File: src/rtl/zapper_seq_pkg.sv
// zapper_seq_pkg: sequencer state encoding and the active-duck search helper.
package zapper_seq_pkg;
    localparam int STATE_W = 3;
    typedef enum logic [STATE_W-1:0] {IDLE, ARM, BLACK, TARGET, COOL} state_t;
    typedef struct packed {
        logic       found;
        logic [1:0] idx;
    } duck_pick_t;
    // Lowest set bit of mask at or above position from.
    function automatic duck_pick_t next_duck(input logic [3:0] mask, input logic [2:0] from);
        duck_pick_t p;
        p = '0;
        for (int i = 3; i >= 0; i--)
            if (mask[i] && 3'(i) >= from) p = '{1'b1, 2'(i)};
        return p;
    endfunction
endpackage

File: src/rtl/zapper_seq_if.sv
// zapper_seq_if: gun inputs, overlay controls and duck shot outputs of the sequencer.
interface zapper_seq_if #(parameter int NUM_DUCKS = 2);
    logic                 vsync, trigger, sensor, new_round;
    logic [NUM_DUCKS-1:0] duck_active, hit;
    logic                 blank_frame, target_en, miss, busy;
    logic [1:0]           target_sel, shots_left;
    modport master(output vsync, trigger, sensor, duck_active, new_round,
                   input blank_frame, target_en, target_sel, hit, miss, shots_left, busy);
    modport slave(input vsync, trigger, sensor, duck_active, new_round,
                  output blank_frame, target_en, target_sel, hit, miss, shots_left, busy);
endinterface

File: src/rtl/zapper_seq_light_meter.sv
// zapper_seq_light_meter: synchronises the photodiode and flags a frame in which
// the sensor stayed lit for MIN_LIT consecutive cycles.
module zapper_seq_light_meter #(
    parameter int SYNC_STAGES = 2,
    parameter int MIN_LIT     = 16
) (
    input  logic clk,
    input  logic rst_n,
    input  logic sensor,
    input  logic frame_tick,
    output logic light_seen
);
    localparam int CW = $clog2(MIN_LIT + 1);
    logic [SYNC_STAGES-1:0] sync;
    logic [CW-1:0]          lit_cnt;
    logic                   lit;
    assign lit = lit_cnt == CW'(MIN_LIT);
    always_ff @(posedge clk or negedge rst_n)
        if (!rst_n) begin
            sync       <= '0;
            lit_cnt    <= '0;
            light_seen <= 1'b0;
        end else begin
            sync       <= SYNC_STAGES'({sync, sensor});
            lit_cnt    <= (frame_tick || !sync[SYNC_STAGES-1]) ? '0 : lit ? lit_cnt : lit_cnt + CW'(1);
            light_seen <= !frame_tick && (light_seen || lit);
        end
endmodule

File: src/rtl/zapper_seq.sv
// zapper_seq: light-gun shot sequencer; runs black/target overlay frames after a
// trigger, judges the photodiode per frame and owns the per-round shot budget.
module zapper_seq
    import zapper_seq_pkg::*;
#(
    parameter int NUM_DUCKS       = 2,
    parameter int SHOTS           = 3,
    parameter int MIN_LIT         = 16,
    parameter int COOLDOWN_FRAMES = 8,
    parameter int SYNC_STAGES     = 2
) (
    input logic        clk,
    input logic        rst_n,
    zapper_seq_if.slave bus
);
    localparam int CCW = $clog2(COOLDOWN_FRAMES) + 1;
    state_t               state, state_n;
    logic [1:0]           idx, idx_n, shots, shots_n;
    logic [CCW-1:0]       cool_cnt, cool_n;
    logic [NUM_DUCKS-1:0] hit_q, hit_n;
    logic                 miss_q, miss_n;
    logic [SYNC_STAGES-1:0] trig_sync;
    logic                 trig_prev, vsync_q, vsync_qq, trig_pulse, frame_tick, light_seen;
    logic [3:0]           act;
    duck_pick_t           first, after;

    assign trig_pulse = trig_sync[SYNC_STAGES-1] && !trig_prev;
    assign frame_tick = vsync_q && !vsync_qq;
    assign act        = 4'(bus.duck_active);
    assign first      = next_duck(act, 3'd0);
    assign after      = next_duck(act, 3'(idx) + 3'd1);

    zapper_seq_light_meter #(.SYNC_STAGES(SYNC_STAGES), .MIN_LIT(MIN_LIT)) u_meter (
        .clk(clk), .rst_n(rst_n), .sensor(bus.sensor), .frame_tick(frame_tick), .light_seen(light_seen)
    );

    always_ff @(posedge clk or negedge rst_n)
        if (!rst_n) begin
            state     <= IDLE;
            idx       <= '0;
            cool_cnt  <= '0;
            shots     <= 2'(SHOTS);
            hit_q     <= '0;
            miss_q    <= 1'b0;
            trig_sync <= '0;
            trig_prev <= 1'b0;
            vsync_q   <= 1'b0;
            vsync_qq  <= 1'b0;
        end else begin
            state     <= state_n;
            idx       <= idx_n;
            cool_cnt  <= cool_n;
            shots     <= shots_n;
            hit_q     <= hit_n;
            miss_q    <= miss_n;
            trig_sync <= SYNC_STAGES'({trig_sync, bus.trigger});
            trig_prev <= trig_sync[SYNC_STAGES-1];
            vsync_q   <= bus.vsync;
            vsync_qq  <= vsync_q;
        end

    always_comb begin
        state_n = state;
        idx_n   = idx;
        cool_n  = cool_cnt;
        shots_n = shots;
        hit_n   = '0;
        miss_n  = 1'b0;
        case (state)
            IDLE: if (trig_pulse && shots != '0) begin
                shots_n = shots - 2'd1;
                miss_n  = act == '0;
                state_n = act == '0 ? COOL : ARM;
                cool_n  = '0;
            end
            ARM: if (frame_tick) state_n = BLACK;
            BLACK: if (frame_tick) begin
                miss_n  = light_seen || !first.found;
                state_n = miss_n ? COOL : TARGET;
                idx_n   = first.idx;
                cool_n  = '0;
            end
            TARGET: if (frame_tick) begin
                hit_n   = light_seen ? NUM_DUCKS'(1) << idx : '0;
                miss_n  = !light_seen && !after.found;
                state_n = (light_seen || !after.found) ? COOL : TARGET;
                idx_n   = after.idx;
                cool_n  = '0;
            end
            COOL: if (frame_tick) begin
                cool_n  = cool_cnt + CCW'(1);
                state_n = cool_cnt == CCW'(COOLDOWN_FRAMES - 1) ? IDLE : COOL;
            end
            default: state_n = IDLE;
        endcase
        // A reload wins over a same-cycle decrement and never aborts a sequence.
        if (bus.new_round) shots_n = 2'(SHOTS);
    end

    always_comb begin
        bus.blank_frame = state == BLACK;
        bus.target_en   = state == TARGET;
        bus.target_sel  = state == TARGET ? idx : 2'd0;
        bus.busy        = state != IDLE;
        bus.hit         = hit_q;
        bus.miss        = miss_q;
        bus.shots_left  = shots;
    end
endmodule

File: src/flat_wrapper.sv
// flat-port wrapper written by rule: the top's interface ports become plain ports
module zapper_seq_flat import zapper_seq_pkg::*;
#(
    parameter int NUM_DUCKS       = 2,
    parameter int SHOTS           = 3,
    parameter int MIN_LIT         = 16,
    parameter int COOLDOWN_FRAMES = 8,
    parameter int SYNC_STAGES     = 2
)
  (clk, rst_n, bus_vsync, bus_trigger, bus_sensor, bus_duck_active, bus_new_round, bus_blank_frame, bus_target_en, bus_target_sel, bus_hit, bus_miss, bus_shots_left, bus_busy);
  zapper_seq_if #(.NUM_DUCKS(NUM_DUCKS)) bus_i ();
  input logic clk;
  input logic rst_n;
  input wire logic [$bits(bus_i.vsync)-1:0] bus_vsync;
  input wire logic [$bits(bus_i.trigger)-1:0] bus_trigger;
  input wire logic [$bits(bus_i.sensor)-1:0] bus_sensor;
  input wire logic [$bits(bus_i.duck_active)-1:0] bus_duck_active;
  input wire logic [$bits(bus_i.new_round)-1:0] bus_new_round;
  output wire logic [$bits(bus_i.blank_frame)-1:0] bus_blank_frame;
  output wire logic [$bits(bus_i.target_en)-1:0] bus_target_en;
  output wire logic [$bits(bus_i.target_sel)-1:0] bus_target_sel;
  output wire logic [$bits(bus_i.hit)-1:0] bus_hit;
  output wire logic [$bits(bus_i.miss)-1:0] bus_miss;
  output wire logic [$bits(bus_i.shots_left)-1:0] bus_shots_left;
  output wire logic [$bits(bus_i.busy)-1:0] bus_busy;
  assign bus_i.vsync = bus_vsync;
  assign bus_i.trigger = bus_trigger;
  assign bus_i.sensor = bus_sensor;
  assign bus_i.duck_active = bus_duck_active;
  assign bus_i.new_round = bus_new_round;
  assign bus_blank_frame = bus_i.blank_frame;
  assign bus_target_en = bus_i.target_en;
  assign bus_target_sel = bus_i.target_sel;
  assign bus_hit = bus_i.hit;
  assign bus_miss = bus_i.miss;
  assign bus_shots_left = bus_i.shots_left;
  assign bus_busy = bus_i.busy;
  zapper_seq #(.NUM_DUCKS(NUM_DUCKS), .SHOTS(SHOTS), .MIN_LIT(MIN_LIT), .COOLDOWN_FRAMES(COOLDOWN_FRAMES), .SYNC_STAGES(SYNC_STAGES)) u_core (.clk(clk), .rst_n(rst_n), .bus(bus_i));
endmodule
File: config.mk
export PLATFORM = sky130hd
export DESIGN_NAME = zapper_seq_flat
export DESIGN_NICKNAME = d
export VERILOG_FILES = /design/src/rtl/zapper_seq_pkg.sv /design/src/rtl/zapper_seq_if.sv /design/src/rtl/zapper_seq_light_meter.sv /design/src/rtl/zapper_seq.sv /design/src/flat_wrapper.sv
export SDC_FILE = /design/constraint.sdc
export NUM_CORES = 1
export LEC_CHECK = 0
export BUFFER_PORTS_ARGS = -buffer_cell sky130_fd_sc_hd__buf_2
export CORE_MARGIN = 1.5
export CORE_UTILIZATION = 55
export CTS_CLUSTER_SIZE = 10
export DETAILED_ROUTE_END_ITERATION = 12
export PLACE_DENSITY = 0.79
export SYNTH_ARGS = -nofsm -noshare
export SYNTH_HDL_FRONTEND = slang
export SYNTH_SLANG_ARGS = --single-unit
File: constraint.sdc
create_clock -name clk -period 5.25 [get_ports clk]
set_input_delay 0.2625 -clock clk [delete_from_list [all_inputs] [get_ports clk]]
set_output_delay 0.2625 -clock clk [all_outputs]
set_load 0.01 [all_outputs]
Yosys cells after proc, flatten, opt, wreduce, memory -nomap -nowiden --
Cells that the tools add are included.
Cells by class: add/subtract/negate cells 4, order comparisons 2, equality and inequality tests 13, shift operators 1, mux-type cells 34, reduce and logical (&&, ||, !) cells 31
Operator list (count):
- 3-bit 2-to-1 mux | 13
- 2-bit 2-to-1 mux | 9
- 3-bit one-hot mux with 5 select lines | 1
- 4-bit 2-to-1 mux | 3
- 4-bit one-hot mux with 3 select lines | 1
- 5-bit 2-to-1 mux | 2
- 2-bit by 1-bit inequality test with 1-bit output, second input constant | 5
- 2-bit nonzero test | 4
- 1-bit logical AND | 7
- 1-bit zero test | 7
- 3-bit by 2-bit == test with 1-bit output, second input constant | 2
- 1-bit by 3-bit greater-or-equal comparator with 1-bit output, first input constant | 2
- 3-bit nonzero test | 2
- 5-bit by 1-bit adder with 5-bit output, second input constant | 1
- 5-bit == test, second input constant | 1
- 5-bit AND reduction | 1
- 4-bit by 1-bit adder with 4-bit output, second input constant | 1
- 4-bit by 3-bit == test with 1-bit output, second input constant | 1
- 4-bit zero test | 1
- 1-bit logical OR | 4
- 2-bit inequality test, second input constant | 2
- 2-bit one-hot mux with 2 select lines | 1
- 4-bit AND reduction | 1
- 2-bit by 1-bit adder with 3-bit output, second input constant | 1
- 10 further kinds | 12
Storage, ports and cells: register bits 27, output and inout port bits 10, logic and storage cells 98

Depth between registers and ports, before layout --
Gate-level depths: netlist (run 1).
depth in word-level cells 10, depth in mapped cells 6

By module --
From an unflattened synthesis (run 1), not the netlist that was laid out.
Unflattened totals: cells, all modules 127, area, all modules 1351.3 µm²
By module, submodules not included:
- zapper_seq | instances 1, cells an instance 97, area an instance 954.7 µm², seq. area each 452.9 µm²
- zapper_seq_light_meter | instances 1, cells an instance 30, area an instance 396.6 µm², seq. area each 200.2 µm²

Least setup slack after synthesis (run 1) --
No wires, ideal clock.
path kind reg-to-reg, start register u_core.shots[0] (netlist: u_core.bus.shots_left[0]), end register u_core.cool_cnt[3], data arrival time 1849 ps, required time 5171 ps, setup slack 3321 ps, cell stages (with the launch flop) 6, path buffers 0, period minus slack after synthesis 1929 ps, cells stage by stage dfstp_2 -> inv_1 -> ha_1 -> or4b_4 -> a2111oi_4 -> mux2i_1
Between the ends: cells in the longest elaborated chain, start to end 4
RTL lines:
- from (decl) | RTL line zapper_seq.sv:18 | logic [1:0] idx, idx_n, shots, shots_n;
- from (signal assigned) | RTL line zapper_seq.sv:42 | shots <= 2'(SHOTS);
- from (signal assigned) | RTL line zapper_seq.sv:53 | shots <= shots_n;
- 2-bit nonzero test | RTL line zapper_seq.sv:70 | IDLE: if (trig_pulse && shots != '0) begin
- 1-bit logical AND | RTL line zapper_seq.sv:70
- 2-bit by 1-bit inequality test with 1-bit output (no line)
- 4-bit AND reduction (no line)
- to (signal assigned) | RTL line zapper_seq.sv:52 | cool_cnt <= cool_n;
- to (decl) | RTL line zapper_seq.sv:19 | logic [CCW-1:0] cool_cnt, cool_n;
Every way passes these cells. A chain may end at the register's enable or synchronous reset.

Worst setup path in the final report (run 1) --
Ends and elaborated chain as after synthesis.

==> results.json, run 1 <==
{
  "outcome": "finished, final reports clean",
  "n_fill_cell": 195,
  "min_path_type": "input port to register",
  "h-tree-depth": 1,
  "power_mw": 0.576,
  "synth_cell_type_count": 52,
  "synth_fa_ha_area_share_pct": 3.72,
  "ys_ff_latch": 26,
  "die_h_um": 52.4,
  "synth-compound-area-share_pct": 15.3,
  "grt_max_degree": 27,
  "netlist_instances": 130,
  "period_minus_slack_ns": 1.99,
  "synth_seq_area_share_pct": 48.6,
  "wire_per_inst_um": 14.4,
  "cp-end-kind": "register",
  "clock_skew_ns": 0.00390,
  "cts_tree": "done",
  "place_ws_ns": 3.29,
  "syn_nets": 142,
  "cts_root_buffer": "clkbuf_4",
  "cp.arrival_ns": 2.25,
  "routabilityCongestion": 0.795,
  "ir_drop_mv": 0.238,
  "finalCritPeriodShare_pct": 37.9,
  "syn_avg_cell_area_um2": 10.3,
  "antenna_cells": 0,
  "worst_slew_pin_slew_ns": 0.554,
  "track_usage_pct": 21.3,
  "io_pins": 18,
  "post_cts_buffers": 0,
  "regArea_um2": 653,
  "synth_edf_count": 0,
  "cts_max_path_buffers": 2,
  "coreArea_um2": 2250,
  "path_class": "register to register",
  "grt_pass1_vias": 1031,
  "slew_viol_final": 0,
  "nets": 157,
  "finalHoldWorstSlack_ns": 0.0260,
  "hold_viol": 0,
  "fin_setup_tns_ns": 0,
  "rsz0062_at_grt": "no",
  "synthSimpleGateAreaFrac_pct": 22.7,
  "drc": 0,
  "seqPwrFrac_pct": 48.7,
  "die_w_um": 52.4,
  "ant_nets": 0,
  "final_cells": 172,
  "power_switching_mw": 0.200,
  "synthesis.area_um2": 1340,
  "synthArstFlopShare_pct": 100,
  "setup_viol": 0,
  "rows": 17,
  "power.share.clock_pct": 24.0,
  "cellPowerDensity_nw_per_um2": 387,
  "clkLatencyLatePin_ns": 0.33,
  "antenna_found_initial": 0,
  "hpwl_um": 1770,
  "routed_via_density": 6.01,
  "wirelength_um": 2480,
  "routed-via-count": 1034,
  "clk_pin_slew_ns": 0.14,
  "crit_path_start_kind": "register",
  "max_freq_ghz": 0.502,
  "yosys-mux-area-fraction_pct": 2.23,
  "layout_commonest_cell": "dfrtp_1",
  "placed_cells": 167,
  "p_leak_nw": 0.676,
  "cts-resized-gates": 0,
  "multi_input_area_um2": 629,
  "first_pass_iters": 4,
  "synth-xor-area-share_pct": 2.61,
  "ys.flop_type": "dfrtp_1",
  "max-slew-margin-rel_pct": 63.0,
  "grt_overflow": 0,
  "area_delta_synth_final_pct": 10.9,
  "setup_slack_ns": 3.26,
  "yosysTopAreaCellShare_pct": 44.7,
  "synth_top_area_cell": "dfrtp_1",
  "p_comb_share_pct": 27.3,
  "internal-power_mw": 0.376,
  "cts_buffers": 3,
  "dieArea_um2": 2750,
  "drtIter0Drc": 14,
  "netSwitchingFraction_pct": 34.8,
  "numClockSinks": 26,
  "yosys_warnings": 0,
  "mostFrequentLayoutCells": "dfrtp_1, buf_2, nor2_1",
  "io_buffers": 16,
  "layout-drive-gt1-share_pct": 17.4,
  "start_util_pct": 59.6,
  "synth_top_family_by_area": "simple AND/OR/NAND/NOR gates",
  "cp.required_ns": 5.51,
  "max-cap-violations": 0,
  "yosys-top-cells-area": "dfrtp_1, dfstp_2, ha_1",
  "grt_first_pass_wirelength_um": 4300,
  "cp_max_fo": 4
}
-- flip-flops by register name, summed over array words and instances, names as in the netlist --
register                   cells
u_core.cool_cnt                4
u_core.state                   3
u_core.trig_sync               2
u_core.u_meter.lit_cnt         5
u_core.vsync_qq                1
u_core.bus.miss                1
u_core.vsync_q                 1
u_core.bus.shots_left          2
u_core.trig_prev               1
u_core.u_meter.sync            2
u_core.bus.hit                 2
u_core.idx                     1
u_core.u_meter.light_seen      1
-- logic make-up after synthesis --
kind of cell             Yosys count
AO/OA/AOI/OAI                     27
XOR/XNOR                           4
adder cells (fa/ha/maj)            4
buffers and inverters             15
flip-flops                        26
multiplexers                       3
other                              1
AND/OR/NAND/NOR                   50
-- metal layers --
layer | share of wire, % | wire [µm] | track usage (%)
met1 | 44 | 1100 | 28.1
met2 | 48 | 1180 | 33.5
met3 | 5.9 | 145 | 3.43
met4 | 1.8 | 44 | 11.1
met5 | 0 | 0 | 0
-- power groups by stage --
| stage | combinational, mW | sequential (mW) | clock [mW] |
|---|---|---|---|
| 2_1_floorplan | 0.140 | 0.253 | 0 |
| 3_3_place_gp | 0.154 | 0.282 | 0 |
| 3_5_place_dp | 0.157 | 0.284 | 0 |
| 4_1_cts | 0.158 | 0.279 | 0.139 |
| 5_1_grt | 0.177 | 0.288 | 0.149 |
| 6_report | 0.157 | 0.281 | 0.139 |
-- repair_timing --
item	in CTS	in global routing
hold buffers	1	0
endpoints found under the hold margin	24	0
setup endpoints to repair	0	0
-- metrics by stage --
stage                     util [%]  area (µm²)
after floorplan                  -        1340
after global placement        63.3        1430
after detailed placement      63.3        1430
after CTS                     66.1        1490
after global routing          66.1        1490
final                         66.1        1490
-- layout make-up --
class                   instances  share of cell area, %
clock inverters                 1                   2.02
multi-input cells              89                   42.2
clock buffers                   3                   1.51
flip-flops and latches         26                   43.8
well taps                      28                   2.35
repair buffers                 17                   6.05
inverters                       8                   2.02
-- Yosys cell counts, types with 3 or more instances --
cell	instances
o211ai_1	4
dfrtp_1	24
inv_1	7
nand2b_1	3
nand3_1	5
o21ai_0	4
clkbuf_1	4
ha_1	4
nand2_1	6
a21oi_1	4
mux2i_1	3
nor2_1	10
nor2b_1	3
-- critical path, stage by stage (launching register included) --
cell and delay (ns):
dfstp_2 0.57, inv_1 0.04, ha_1 0.22, or4b_4 0.51, a2111oi_4 0.37, mux2i_1 0.22
-- final timing paths --
kind	start	endpoint	slack (ns)	cells past startpoint
min in group asynchronous	rst_n	u_core.state[1]$_DFFE_PN0P_	0.43	2
min reg2reg	u_core.u_meter.sync[0]$_DFF_PN0_	u_core.u_meter.sync[1]$_DFF_PN0_	0.37	0
max reg2reg	u_core.bus.shots_left[0]$_DFFE_PN1P_	u_core.cool_cnt[3]$_DFFE_PN0P_	3.26	5
max in group asynchronous	rst_n	u_core.bus.shots_left[0]$_DFFE_PN1P_	4.44	2
min	bus_vsync	u_core.vsync_q$_DFF_PN0_	0.03	1
max	u_core.bus.shots_left[0]$_DFFE_PN1P_	u_core.cool_cnt[3]$_DFFE_PN0P_	3.26	5
Note: power is estimated with default switching activity, not from simulation.
==> run 2, diff against run 1 <==
Clock period 5.25 ns to 1.9 ns, I/O delays scaled along.
==> run 2 against run 1 <==
Against the previous run:
- combinational power rose to 3.8 times the previous value
- cell count grew 5.8%
- total power grew to 2.9 times the previous value
- highest routed layer unchanged
==> results.json, run 2 (synthesis results as in run 1) <==
{
  "routed_via_density": 5.96,
  "power.share.clock_pct": 22.1,
  "first_pass_iters": 4,
  "p_leak_nw": 0.717,
  "cellPowerDensity_nw_per_um2": 1050,
  "cts_max_path_buffers": 2,
  "routabilityCongestion": 0.859,
  "cp-end-kind": "register",
  "min_path_type": "input port to register",
  "power_switching_mw": 0.590,
  "io_buffers": 16,
  "critical_path.slowest_cell": "dfstp_2",
  "cp.required_ns": 2.15,
  "p_comb_share_pct": 35.7,
  "die_h_um": 52.4,
  "die_w_um": 52.4,
  "path_delay_family": "flip-flops",
  "wire_per_inst_um": 15.2,
  "track_usage_pct": 22.6,
  "setup_viol": 0,
  "worst_slew_pin_slew_ns": 0.565,
  "reg.largest.list": "u_core.u_meter.lit_cnt: 5 flops, u_core.cool_cnt: 4 flops, u_core.state: 3 flops",
  "max-cap-violations": 0,
  "layout_commonest_cell": "dfrtp_1",
  "cts_buffers": 3,
  "ant_nets": 0,
  "cts_root_buffer": "clkbuf_4",
  "grt_pass1_vias": 1077,
  "power_mw": 1.68,
  "max-slew-margin-rel_pct": 62.3,
  "area_delta_synth_final_pct": 18.7,
  "nets": 167,
  "clock_skew_ns": 0.00712,
  "max_freq_ghz": 0.537,
  "outcome": "finished, final reports clean",
  "netSwitchingFraction_pct": 35.1,
  "critical-path-max-stage-delay_ns": 0.57,
  "io_pins": 18,
  "finalCritPeriodShare_pct": 97.9,
  "coreArea_um2": 2250,
  "crit_chain": "inv_2 -> ha_4 -> or4b_4 -> a2111oi_4 -> mux2i_1",
  "fin_setup_tns_ns": 0,
  "period_minus_slack_ns": 1.86,
  "start_util_pct": 59.6,
  "dieArea_um2": 2750,
  "mostFrequentLayoutCells": "dfrtp_1, buf_2, nor2_1",
  "drc": 0,
  "hpwl_um": 1980,
  "rows": 17,
  "ir_drop_mv": 0.867,
  "largest_register_ffs": 5,
  "utilization_pct": 70.8,
  "cts_tree": "done",
  "wirelength_um": 2760,
  "grt_max_degree": 27,
  "drtIter0Drc": 19,
  "internal-power_mw": 1.09,
  "crit_path_start_kind": "register",
  "hold_viol": 0,
  "clkLatencyLatePin_ns": 0.31,
  "routed-via-count": 1084,
  "grt_overflow": 0,
  "clk_pin_slew_ns": 0.14,
  "h-tree-depth": 1,
  "numClockSinks": 26,
  "grt_first_pass_wirelength_um": 4600,
  "top_register": "u_core.u_meter.lit_cnt",
  "slew_viol_final": 0,
  "cp_num_buf_inv": 1,
  "rsz0062_at_grt": "yes",
  "path_class": "register to register",
  "antenna_found_initial": 0,
  "layout-drive-gt1-share_pct": 22.7,
  "n_fill_cell": 178,
  "seqPwrFrac_pct": 42.2,
  "cp_max_fo": 3,
  "antenna_cells": 0,
  "cp.arrival_ns": 2.11
}
-- run 2: metal layers --
metal | part of all wire [%] | vias to the layer above | global-route usage [%]
met5 | 0 | - | 0
met4 | 1.8 | 0 | 8.12
met3 | 5.0 | 8 | 4.57
met2 | 48 | 34 | 37.5
met1 | 45 | 526 | 29.2
li1 | - | 516 | -
-- run 2: cell type report --
cell class	instances	area [µm²]	area share, %
inverters	8	30.0	1.88
clock inverters	1	30.0	1.88
flip-flops and latches	26	653	40.9
well taps	28	35.0	2.20
multi-input cells	89	649	40.7
repair buffers	27	175	11.0
clock buffers	3	22.5	1.41
-- run 2: timing repair --
action	4_1_cts	5_1_grt
resized for setup	1	4
endpoints found under the hold margin	28	0
buffers inserted	1	0
endpoints found under the setup margin	1	2
hold buffers	5	0
-- run 2: per-stage QoR --
step	setup WS [ns]	cells	area, µm²	hold WS [ns]
floorplan	0.0258	130	1340	-0.201
global placement	0.0410	172	1470	0.118
detailed placement	-0.0188	172	1470	0.121
CTS	0.0156	182	1580	0.0151
global route	-0.0193	182	1600	0.0137
finish	0.0391	182	1600	0.0431
-- run 2: final timing paths --
check / from / endpoint / slack (ns) / cells past startpoint
hold / removal: bus_duck_active[0] / u_core.bus.miss$_DFF_PN0_ / 0.04 / 2
hold reg to reg: u_core.u_meter.sync[0]$_DFF_PN0_ / u_core.u_meter.sync[1]$_DFF_PN0_ / 0.36 / 0
setup / recovery: u_core.bus.shots_left[0]$_DFFE_PN1P_ / u_core.cool_cnt[3]$_DFFE_PN0P_ / 0.04 / 5
max in group asynchronous: rst_n / u_core.bus.shots_left[1]$_DFFE_PN1P_ / 1.24 / 2
min in group asynchronous: rst_n / u_core.state[0]$_DFFE_PN0P_ / 0.28 / 2
setup reg to reg: u_core.bus.shots_left[0]$_DFFE_PN1P_ / u_core.cool_cnt[3]$_DFFE_PN0P_ / 0.04 / 5
-- run 2: power by group through the flow --
stage	registers [mW]	clock network (mW)	logic, mW
finish	0.709	0.371	0.600
global route	0.719	0.400	0.666
CTS	0.704	0.376	0.585
detailed placement	0.717	0	0.565
global placement	0.710	0	0.548
floorplan	0.700	0	0.388
